$ cat config.mk
export PLATFORM = sky130hd
export DESIGN_NAME = dspi_ctrl_master
export DESIGN_NICKNAME = d
export VERILOG_FILES = /design/src/rtl/dspi_ctrl_master.sv
export SDC_FILE = /design/constraint.sdc
export NUM_CORES = 1
export LEC_CHECK = 0
export ABC_AREA = 1
export CELL_PAD_IN_SITES_DETAIL_PLACEMENT = 0
export CELL_PAD_IN_SITES_GLOBAL_PLACEMENT = 1
export CORE_AREA = 2 2 496 498
export DETAILED_ROUTE_END_ITERATION = 10
export DIE_AREA = 0 0 498 500
export MAX_ROUTING_LAYER = met4
export PLACE_DENSITY = 0.44
export SLEW_MARGIN = 0
export SYNTH_ARGS = -nofsm -noshare
export SYNTH_HDL_FRONTEND = slang
export SYNTH_SLANG_ARGS = --single-unit
export TNS_END_PERCENT = 100
$ cat constraint.sdc
create_clock -name clk -period 2 [get_ports clk]
set_input_delay 0.4 -clock clk [delete_from_list [all_inputs] [get_ports clk]]
set_output_delay 0.4 -clock clk [all_outputs]
set_load 0.03 [all_outputs]
$ cat src/rtl/dspi_ctrl_master.sv
// DSPI host-side control master: merges host commands into the forward packet
// stream at packet boundaries and tracks read responses with a timeout.
module dspi_ctrl_master #(
  parameter int DATA_WIDTH                  = 512,
  parameter int STREAM_ID_NUM               = 16,
  parameter int CHUNK_ID_NUM                = 32,
  parameter int CHANNEL_ID_NUM              = 1024,
  parameter int STATE_WIDTH                 = 32,
  parameter int CP_R_CTRL_READ_REQUEST_32b  = 0,
  parameter int CP_R_CTRL_WRITE_32b         = 1,
  parameter int CP_A_CTRL_READ_RESPONSE_32b = 1,
  parameter int TIMEOUT_CYCLES              = 1024,
  localparam int STREAM_ID_WIDTH  = $clog2(STREAM_ID_NUM),
  localparam int CHUNK_ID_WIDTH   = $clog2(CHUNK_ID_NUM),
  localparam int CHANNEL_ID_WIDTH = $clog2(CHANNEL_ID_NUM)
) (
  input  logic                        clk,
  input  logic                        rst,
  input  logic [DATA_WIDTH-1:0]       S_Data,
  input  logic [1:0]                  S_Type,
  input  logic                        S_Last,
  input  logic [STREAM_ID_WIDTH-1:0]  S_StreamID,
  input  logic [CHUNK_ID_WIDTH-1:0]   S_ChunkID,
  input  logic [CHANNEL_ID_WIDTH-1:0] S_ChannelID,
  input  logic [STATE_WIDTH-1:0]      S_State,
  input  logic                        S_Valid,
  output logic                        S_Ready,
  input  logic                        Cmd_Valid,
  output logic                        Cmd_Ready,
  input  logic                        Cmd_Write,
  input  logic [CHANNEL_ID_WIDTH-1:0] Cmd_Hop,
  input  logic [STATE_WIDTH-1:0]      Cmd_Addr,
  input  logic [31:0]                 Cmd_WData,
  input  logic [1:0]                  Ret_Type,
  input  logic [CHUNK_ID_WIDTH-1:0]   Ret_ChunkID,
  input  logic [31:0]                 Ret_Data,
  output logic                        Rsp_Valid,
  output logic [31:0]                 Rsp_RData,
  output logic                        Rsp_Timeout,
  output logic [DATA_WIDTH-1:0]       M_Data,
  output logic [1:0]                  M_Type,
  output logic                        M_Last,
  output logic [STREAM_ID_WIDTH-1:0]  M_StreamID,
  output logic [CHUNK_ID_WIDTH-1:0]   M_ChunkID,
  output logic [CHANNEL_ID_WIDTH-1:0] M_ChannelID,
  output logic [STATE_WIDTH-1:0]      M_State
);

  localparam int OPW   = CHUNK_ID_WIDTH - 1;
  localparam int CNT_W = $clog2(TIMEOUT_CYCLES) + 1;
  localparam logic [OPW-1:0]   OP_RD        = OPW'(CP_R_CTRL_READ_REQUEST_32b);
  localparam logic [OPW-1:0]   OP_WR        = OPW'(CP_R_CTRL_WRITE_32b);
  localparam logic [OPW-1:0]   OP_RSP       = OPW'(CP_A_CTRL_READ_RESPONSE_32b);
  localparam logic [CNT_W-1:0] TIMEOUT_LAST = CNT_W'(TIMEOUT_CYCLES - 1);

  typedef enum logic {IDLE, WAIT_RSP} state_e;

  state_e                      state_q, state_d;
  logic                        in_pkt_q, in_pkt_d;
  logic                        cmd_turn_q, cmd_turn_d;
  logic [CNT_W-1:0]            cnt_q, cnt_d;
  logic [DATA_WIDTH-1:0]       m_data_q, m_data_d;
  logic [1:0]                  m_type_q, m_type_d;
  logic                        m_last_q, m_last_d;
  logic [STREAM_ID_WIDTH-1:0]  m_stream_q, m_stream_d;
  logic [CHUNK_ID_WIDTH-1:0]   m_chunk_q, m_chunk_d;
  logic [CHANNEL_ID_WIDTH-1:0] m_channel_q, m_channel_d;
  logic [STATE_WIDTH-1:0]      m_state_q, m_state_d;
  logic                        rsp_valid_q, rsp_valid_d;
  logic [31:0]                 rsp_rdata_q, rsp_rdata_d;
  logic                        rsp_timeout_q, rsp_timeout_d;

  logic inject;
  logic accept;
  logic rsp_match;
  logic unused_ret_type0;

  assign unused_ret_type0 = Ret_Type[0];

  // Commands only enter between packets; cmd_turn gives data one packet after each command.
  always_comb begin
    inject    = (state_q == IDLE) && Cmd_Valid && !in_pkt_q && (!S_Valid || cmd_turn_q);
    accept    = S_Valid && !inject;
    rsp_match = Ret_Type[1] && !Ret_ChunkID[CHUNK_ID_WIDTH-1] &&
                (Ret_ChunkID[OPW-1:0] == OP_RSP);
  end

  assign Cmd_Ready = inject;
  assign S_Ready   = !inject;

  always_comb begin
    state_d       = state_q;
    in_pkt_d      = in_pkt_q;
    cmd_turn_d    = cmd_turn_q;
    cnt_d         = cnt_q;
    m_data_d      = m_data_q;
    m_type_d      = 2'b00;
    m_last_d      = m_last_q;
    m_stream_d    = m_stream_q;
    m_chunk_d     = m_chunk_q;
    m_channel_d   = m_channel_q;
    m_state_d     = m_state_q;
    rsp_valid_d   = 1'b0;
    rsp_rdata_d   = rsp_rdata_q;
    rsp_timeout_d = 1'b0;

    // A response arriving on the timeout cycle still counts as a match.
    if (state_q == WAIT_RSP) begin
      if (rsp_match) begin
        rsp_valid_d = 1'b1;
        rsp_rdata_d = Ret_Data;
        state_d     = IDLE;
      end else if (cnt_q == TIMEOUT_LAST) begin
        rsp_valid_d   = 1'b1;
        rsp_rdata_d   = 32'hFFFF_FFFF;
        rsp_timeout_d = 1'b1;
        state_d       = IDLE;
      end else if (cnt_q != '1) begin
        cnt_d = cnt_q + CNT_W'(1);
      end
    end

    if (inject) begin
      m_type_d    = 2'b10;
      m_last_d    = 1'b1;
      m_stream_d  = '0;
      m_chunk_d   = {1'b1, (Cmd_Write ? OP_WR : OP_RD)};
      m_channel_d = Cmd_Hop;
      m_state_d   = Cmd_Addr;
      m_data_d    = Cmd_Write ? {(DATA_WIDTH/32){Cmd_WData}} : '0;
      cmd_turn_d  = 1'b0;
      if (Cmd_Write) begin
        rsp_valid_d = 1'b1;
        rsp_rdata_d = '0;
      end else begin
        state_d = WAIT_RSP;
        cnt_d   = '0;
      end
    end else if (accept) begin
      m_data_d    = S_Data;
      m_type_d    = S_Type;
      m_last_d    = S_Last;
      m_stream_d  = S_StreamID;
      m_chunk_d   = S_ChunkID;
      m_channel_d = S_ChannelID;
      m_state_d   = S_State;
      if (S_Last) begin
        in_pkt_d   = 1'b0;
        cmd_turn_d = 1'b1;
      end else if (S_Type != 2'b00) begin
        in_pkt_d = 1'b1;
      end
    end
  end

  always_ff @(posedge clk) begin
    if (rst) begin
      state_q       <= IDLE;
      in_pkt_q      <= 1'b0;
      cmd_turn_q    <= 1'b1;
      cnt_q         <= '0;
      m_data_q      <= '0;
      m_type_q      <= '0;
      m_last_q      <= 1'b0;
      m_stream_q    <= '0;
      m_chunk_q     <= '0;
      m_channel_q   <= '0;
      m_state_q     <= '0;
      rsp_valid_q   <= 1'b0;
      rsp_rdata_q   <= '0;
      rsp_timeout_q <= 1'b0;
    end else begin
      state_q       <= state_d;
      in_pkt_q      <= in_pkt_d;
      cmd_turn_q    <= cmd_turn_d;
      cnt_q         <= cnt_d;
      m_data_q      <= m_data_d;
      m_type_q      <= m_type_d;
      m_last_q      <= m_last_d;
      m_stream_q    <= m_stream_d;
      m_chunk_q     <= m_chunk_d;
      m_channel_q   <= m_channel_d;
      m_state_q     <= m_state_d;
      rsp_valid_q   <= rsp_valid_d;
      rsp_rdata_q   <= rsp_rdata_d;
      rsp_timeout_q <= rsp_timeout_d;
    end
  end

  assign M_Data      = m_data_q;
  assign M_Type      = m_type_q;
  assign M_Last      = m_last_q;
  assign M_StreamID  = m_stream_q;
  assign M_ChunkID   = m_chunk_q;
  assign M_ChannelID = m_channel_q;
  assign M_State     = m_state_q;
  assign Rsp_Valid   = rsp_valid_q;
  assign Rsp_RData   = rsp_rdata_q;
  assign Rsp_Timeout = rsp_timeout_q;

endmodule

==> impl_metrics.csv, run 1 <==
group,metric,value,unit
outcome,status,"finished with violations",
outcome,violations,"setup timing",
detailed_routing,dr.pass1.iters,7,
yosys,avgSynthCellArea,7.88,um2
worst_setup_path,r2r.worst_path.cells,15,
worst_setup_path,slowest_stage,"dfxtp_2",
grt,grt_max_degree,67,
floorplan,die-area,0.249,mm2
worst_setup_path,crit_type,"flip-flop to flip-flop",
worst_setup_path,crit_fanout,6,
worst_setup_path,cp-end-kind,"flip-flop",
timing,finalWorstSetupSlack,-161,ps
timing,finalHoldViolCount,0,
timing,setup_viol,477,
timing,setup_tns,-31510,ps
cells_and_area,syn_to_final_growth,102,%
worst_setup_path,max_stage_delay,320,ps
yosys,yosys_most_used_dff,"dfxtp_1",
yosys,syn_area,0.0239,mm2
yosys,synth_edf_count,0,
detailed_routing,wirelength,245000,um
timing,rsz0062_at_grt,"yes",
timing,min_period,2160,ps
yosys,syn-num-nets,3723,
yosys,synth_common_cells,"o21ai_0, dfxtp_1, a21oi_1, nand2_1, clkbuf_1",
power,power_density,923,mW/mm2
detailed_routing,drt.antenna.violating_nets,0,
grt,grtUsageMet1,22.5,%
clocking,clock_path_buffers,3,
yosys,synth.top_cell.area_share,51.3,%
grt,grt_usage,18.6,%
yosys,ys_types,26,
cells_and_area,drive_gt1_share,17.9,%
yosys,synth_most_common_cell,"o21ai_0",
floorplan,io_pins,1286,
clocking,clkTransAtPathRegs,60,ps
floorplan,start_util,9.80,%
cells_and_area,finalNetCount,5193,
clocking,postCtsHoldBufs,0,
placement,pre_cts_slack,-573,ps
timing,fmax,0.463,GHz
yosys,synthTopCellsByArea,"dfxtp_1, o21ai_0, a21oi_1",
placement,hpwl,192000,um
detailed_routing,route.vias.total,30200,
grt,grt_pass1_wl,299000,um
worst_setup_path,regToRegStartpoint,"state_q",
yosys,synthArstFlopShare,0,%
min_path,hp-class,"input port to flip-flop",
timing,relSlewSlack,42.0,%
power,peakVddDrop,0.562,mV
worst_setup_path,startpoint_type,"flip-flop",
grt,grt_pass1_vias,29200,
timing,clock_skew,21.1,ps
worst_setup_path,worst_ep_required_time,2640,ps
yosys,synth_seq_cells,614,
min_path,hold_start,"S_ChunkID[3]",
yosys,ys_warn_count,0,
timing,tightest_slew,863,ps
timing,fin_hold_ws,258,ps
detailed_routing,routedWlPerCell,31.0,um
worst_setup_path,cp-startpoint,"state_q",
yosys,ys_seq_area_share,51.3,%
grt,grt_overflow,0,
clocking,htreeDepth,3,
clocking,insertion_delay,710,ps
placement,port_buffers,1284,
run,maxCapViolCount,0,
grt,grt-busiest-layer,"met2",
detailed_routing,drtIter0Drc,2167,
floorplan,num_rows,182,
floorplan,core_area,0.244,mm2
power,power.total,44.6,mW
clocking,cts_sinks,614,
grt,grtUsageMet2,28.0,%
clocking,root_buffer,"clkbuf_16",
floorplan,die-width,498,um
grt,use_met3,8.55,%
timing,period_share,108,%
worst_setup_path,cpMostUsedCell,"buf_12",
grt,antenna_found_initial,203,
timing,drv_slew,0,
clocking,cts_tree,"built",
floorplan,die_h,500,um
power,leakagePower,19.4,nW
min_path,worstHoldPathCells,3,
detailed_routing,avgViaCountPerCell,3.82,
placement,gp_congestion,0.877,
detailed_routing,drc,0,
yosys,synth_top_cell_by_area,"dfxtp_1",
worst_setup_path,crit_chain,"inv_2 -> nand2_4 -> nor2_4 -> nand2_8 -> buf_4 -> buf_6 -> buf_12 -> nand2_8 -> buf_6 -> buf_12 -> clkbuf_16 -> buf_12 -> buf_4 -> o21ai_0 -> nor2_1",
clocking,cts_buffers,89,
yosys,syn_inst,3038,
worst_setup_path,arrival,2800,ps
## worst max-delay path: cells and delay by family (launching register included)
kind                   cells  cell delay, ps
AOI/OAI and AO/OA          1              60
and+or+nand+nor            5             550
DFF                        1             320
buffers and inverters      9            1140
## path summary, 6_finish.rpt
kind | end | slack (ps)
worst max-delay path | M_State[25] | -160
worst min register to register | Rsp_RData[26] | 440
worst min-delay path | M_ChunkID[3] | 260
worst max register to register | M_State[25] | -160
## logic make-up after synthesis
family,count (synthesis),synth area share [%]
compound gates,1642,34.4
buf+inv,358,6.30
xor+xnor,1,0.0366
flops,614,51.3
simple gates,422,7.85
fa+ha+maj,1,0.0523
## layer usage
| layer | routed length (um) | part of all wire (%) | vias to the layer above |
|---|---|---|---|
| met5 | 0 | 0 | - |
| met4 | 5460 | 2.2 | 0 |
| met3 | 26000 | 11 | 221 |
| met2 | 108000 | 44 | 1584 |
| met1 | 105000 | 43 | 14600 |
| li1 | - | - | 13800 |
## layout by cell type (no fill, tap or decap), drive strengths merged
cell | netlist | layout
clkdlybuf4s50 | 0 | 682
dlygate4sd2 | 0 | 334
nand2 | 249 | 249
nand4 | 6 | 6
buf | 114 | 438
clkbuf | 185 | 171
o21bai | 1 | 1
diode | 0 | 110
nor4 | 1 | 1
nand3 | 11 | 11
o21ai | 1079 | 1079
o31ai | 6 | 6
bufbuf | 0 | 1
clkdlybuf4s15 | 0 | 181
inv | 59 | 63
nor3 | 1 | 1
nor2 | 154 | 154
a21oi | 555 | 555
clkinvlp | 0 | 6
a21o | 1 | 1
xor2 | 1 | 1
ha | 1 | 1
bufinv | 0 | 12
dfxtp | 614 | 614
clkinv | 0 | 12
## through the flow
stage / cells / instance area [um2] / util (%)
2_1_floorplan: 3038 / 23900 / -
3_3_place_gp: 7542 / 42800 / 17.5
3_5_place_dp: 7542 / 42800 / 17.5
4_1_cts: 7713 / 45900 / 18.8
5_1_grt: 7901 / 48300 / 19.8
6_report: 7910 / 48300 / 19.8
## flip-flops by register name, summed over array words and instances, names as in the netlist, 2 cells and up
| register | count |
|---|---|
| M_ChannelID | 10 |
| cnt_q | 11 |
| M_State | 32 |
| M_Type | 2 |
| Rsp_RData | 32 |
| M_StreamID | 4 |
| M_ChunkID | 5 |
| M_Data | 512 |
## area by class of cell
type | count | area, um2
Antenna cell | 110 | 275
Clock buffer | 129 | 2600
Timing Repair Buffer | 1678 | 17900
Sequential cell | 614 | 12300
Clock inverter | 34 | 602
Fill cell | 27400 | 196000
Multi-Input combinational cell | 2066 | 10400
Tap cell | 3220 | 4030
Inverter | 59 | 256
## where the power goes
part	switching (mW)	internal, mW	total, mW
combinational	7.87	4.96	12.8
sequential	0.691	13.5	14.2
clock	7.00	10.6	17.6
total	15.6	29.1	44.6
## repair_timing
item                                    4_1_cts  5_1_grt
endpoints found under the setup margin      518      465
gates resized for setup                     836      321
pin swaps                                     1        3
cloned                                        1       57
buffers inserted                              7       30
Note: power is estimated with default switching activity, not from simulation.
==> run 2, diff against run 1 <==
- MAX_ROUTING_LAYER: met4 -> not set
==> run 2 against run 1 <==
  * Clock-buffer cell count is the same
  * Clock power is essentially flat
  * Register-to-register slack gained 30 ps
  * Power grew 0.97%
  * Worst hold slack lost 3.9 ps
  * Largest cell class unchanged
  * Core utilization grew 0.25 points
  * First-iteration DRC count shrank 5.6%
  * Critical endpoint is now M_Data[337]
  * Via count grew 0.84%
  * Die area is the same
  * The flow still finishes with violations (setup timing)
  * Cell count shrank 0.42%
==> impl_metrics.csv, run 2 (synthesized netlist as in run 1, its figures left out) <==
group,metric,value,unit
outcome,status,"finished with violations",
outcome,violations,"setup timing",
timing,finalHoldViolCount,0,
power,seq_power_share,31.4,%
cells_and_area,syn_to_final_growth,104,%
placement,pre_cts_slack,-573,ps
cells_and_area,drive_gt1_share,19.2,%
detailed_routing,routedWlPerCell,31.6,um
power,p_comb_share,29.4,%
cells_and_area,largest_reg_flops,512,
detailed_routing,route.vias.total,30400,
worst_setup_path,crit_fanout,6,
clocking,clock_path_buffers,3,
power,p_sw_share,35.0,%
worst_setup_path,cp-end-kind,"flip-flop",
timing,fmax,0.469,GHz
placement,hpwl,192000,um
grt,grt_usage,18.0,%
floorplan,io_pins,1286,
floorplan,die_h,500,um
grt,grt_pass1_wl,299000,um
power,peakVddDrop,0.552,mV
floorplan,die-width,498,um
detailed_routing,drc,0,
clocking,root_buffer,"clkbuf_16",
min_path,hp-class,"input port to flip-flop",
clocking,htreeDepth,3,
timing,finalWorstSetupSlack,-134,ps
worst_setup_path,worst_ep_required_time,2640,ps
cells_and_area,fill_cells,27300,
detailed_routing,wirelength,249000,um
grt,grt_overflow,0,
detailed_routing,avgViaCountPerCell,3.86,
worst_setup_path,ff2ff_setup_slack,-130,ps
timing,drv_slew,0,
timing,rsz0062_at_grt,"yes",
cells_and_area,finalNetCount,5218,
placement,gp_congestion,0.863,
grt,antenna_found_initial,210,
detailed_routing,drtIter0Drc,2046,
worst_setup_path,crit_type,"flip-flop to flip-flop",
worst_setup_path,r2r.worst_path.cells,14,
run,maxCapViolCount,0,
detailed_routing,dr.pass1.iters,5,
placement,port_buffers,1284,
worst_setup_path,r2r_end,"M_Data[337]",
floorplan,start_util,9.80,%
timing,setup_tns,-15140,ps
timing,clock_skew,24.9,ps
grt,grt_max_degree,67,
clocking,cts_sinks,614,
power,clkPwrFrac,39.1,%
clocking,cts_tree,"built",
power,power.internal,29.3,mW
worst_setup_path,arrival,2780,ps
timing,period_share,107,%
floorplan,core_area,0.244,mm2
power,power_density,920,mW/mm2
min_path,worstHoldPathCells,3,
cells_and_area,final_cell_mix,"o21ai_0, clkdlybuf4s50_1, dfxtp_1, a21oi_1, o21ai_1",
clocking,cts_buffers,89,
min_path,hold_start,"S_ChunkID[1]",
timing,min_period,2130,ps
worst_setup_path,startpoint_type,"flip-flop",
clocking,insertion_delay,710,ps
power,leakagePower,19.7,nW
floorplan,die-area,0.249,mm2
cells_and_area,utilization,20.0,%
detailed_routing,drt.antenna.violating_nets,0,
clocking,clkTransAtPathRegs,70,ps
min_path,min_to,"M_ChunkID[1]",
timing,relSlewSlack,37.8,%
worst_setup_path,regToRegStartpoint,"state_q",
timing,setup_viol,382,
grt,grt_pass1_vias,29200,
cells_and_area,final_common_cell,"o21ai_0",
timing,tightest_slew,926,ps
floorplan,num_rows,182,
clocking,postCtsHoldBufs,0,
power,p_switching,15.8,mW
[run 2: changes by cell type in the layout (fill, tap and decap cells not counted), sizes merged]
cell	change
diode	-58
buf	+13
nand2	+1
dlygate4sd2	-1
clkdlybuf4s15	+1
clkbuf	+11
[run 2: worst max-delay path by stage]
stage	end	cells after the start	slack, ps	from
floorplan	S_Ready	7	400	state_q
global route	Cmd_Ready	7	-260	state_q
global placement	M_Data[408]	5	-790	S_Valid
detailed placement	M_Data[132]	7	-570	S_Valid
finish	M_Data[337]	14	-130	state_q
CTS	Cmd_Ready	7	-260	state_q
[run 2: per-stage QoR]
| step | hold slack [ps] | instance area (um2) | power [mW] | std cells |
|---|---|---|---|---|
| 3_3_place_gp | 434 | 42800 | 26.7 | 7542 |
| 6_report | 254 | 49000 | 45.1 | 7877 |
| 5_1_grt | 192 | 48800 | 46.7 | 7832 |
| 2_1_floorplan | 400 | 23900 | 19.3 | 3038 |
| 4_1_cts | 141 | 45900 | 44.2 | 7713 |
| 3_5_place_dp | 438 | 42800 | 26.7 | 7542 |
[run 2: metal layers]
metal | share of wire [%] | vias up | track usage [%]
li1 | - | 13700 | -
met1 | 42 | 14600 | 22.3
met2 | 44 | 1575 | 28.1
met3 | 11 | 373 | 8.85
met4 | 2.3 | 124 | 3.81
met5 | 0.32 | - | 0
[run 2: final cells by class]
| type | instances | area [um2] | area share [%] |
|---|---|---|---|
| sequential | 614 | 12300 | 25.1 |
| tap | 3220 | 4030 | 8.23 |
| clock inverter | 34 | 602 | 1.23 |
| inverter | 59 | 262 | 0.534 |
| antenna | 52 | 130 | 0.266 |
| multi-input combinational | 2067 | 10600 | 21.7 |
| clock buffer | 129 | 2600 | 5.31 |
| timing repair buffer | 1702 | 18400 | 37.6 |
[run 2: worst max-delay path, cell delays in order (launching register included)]
cell and delay [ps]:
dfxtp_2 320, inv_2 70, nand2_4 70, nor2_4 160
nand2_8 90, buf_4 140, buf_6 130, buf_12 140
nand2_8 100, buf_12 150, buf_12 130, clkbuf_16 170
clkbuf_16 150, o21ai_0 60, a21oi_1 130
[run 2: timing repair]
item | in CTS | in global routing
buffers inserted | 7 | 33
pin swaps | 1 | 15
hold endpoints to repair | 0 | 0
resized for setup | 836 | 531
setup endpoints to repair | 518 | 461
cloned | 1 | 80
[run 2: power by group through the flow]
stage / combinational, mW / clock [mW] / sequential, mW
5_1_grt: 13.9 / 18.5 / 14.3
4_1_cts: 11.9 / 18.2 / 14.1
6_report: 13.3 / 17.6 / 14.2
3_3_place_gp: 12.3 / 0 / 14.4
2_1_floorplan: 2.67 / 0 / 16.6
3_5_place_dp: 12.3 / 0 / 14.4
==> run 3, diff against run 2 <==
- CAP_MARGIN: not set -> 20
- CTS_CLUSTER_SIZE: not set -> 40
==> results of run 3 <==
Same layout as run 2: the final DEF is identical, and so are final timing and power.
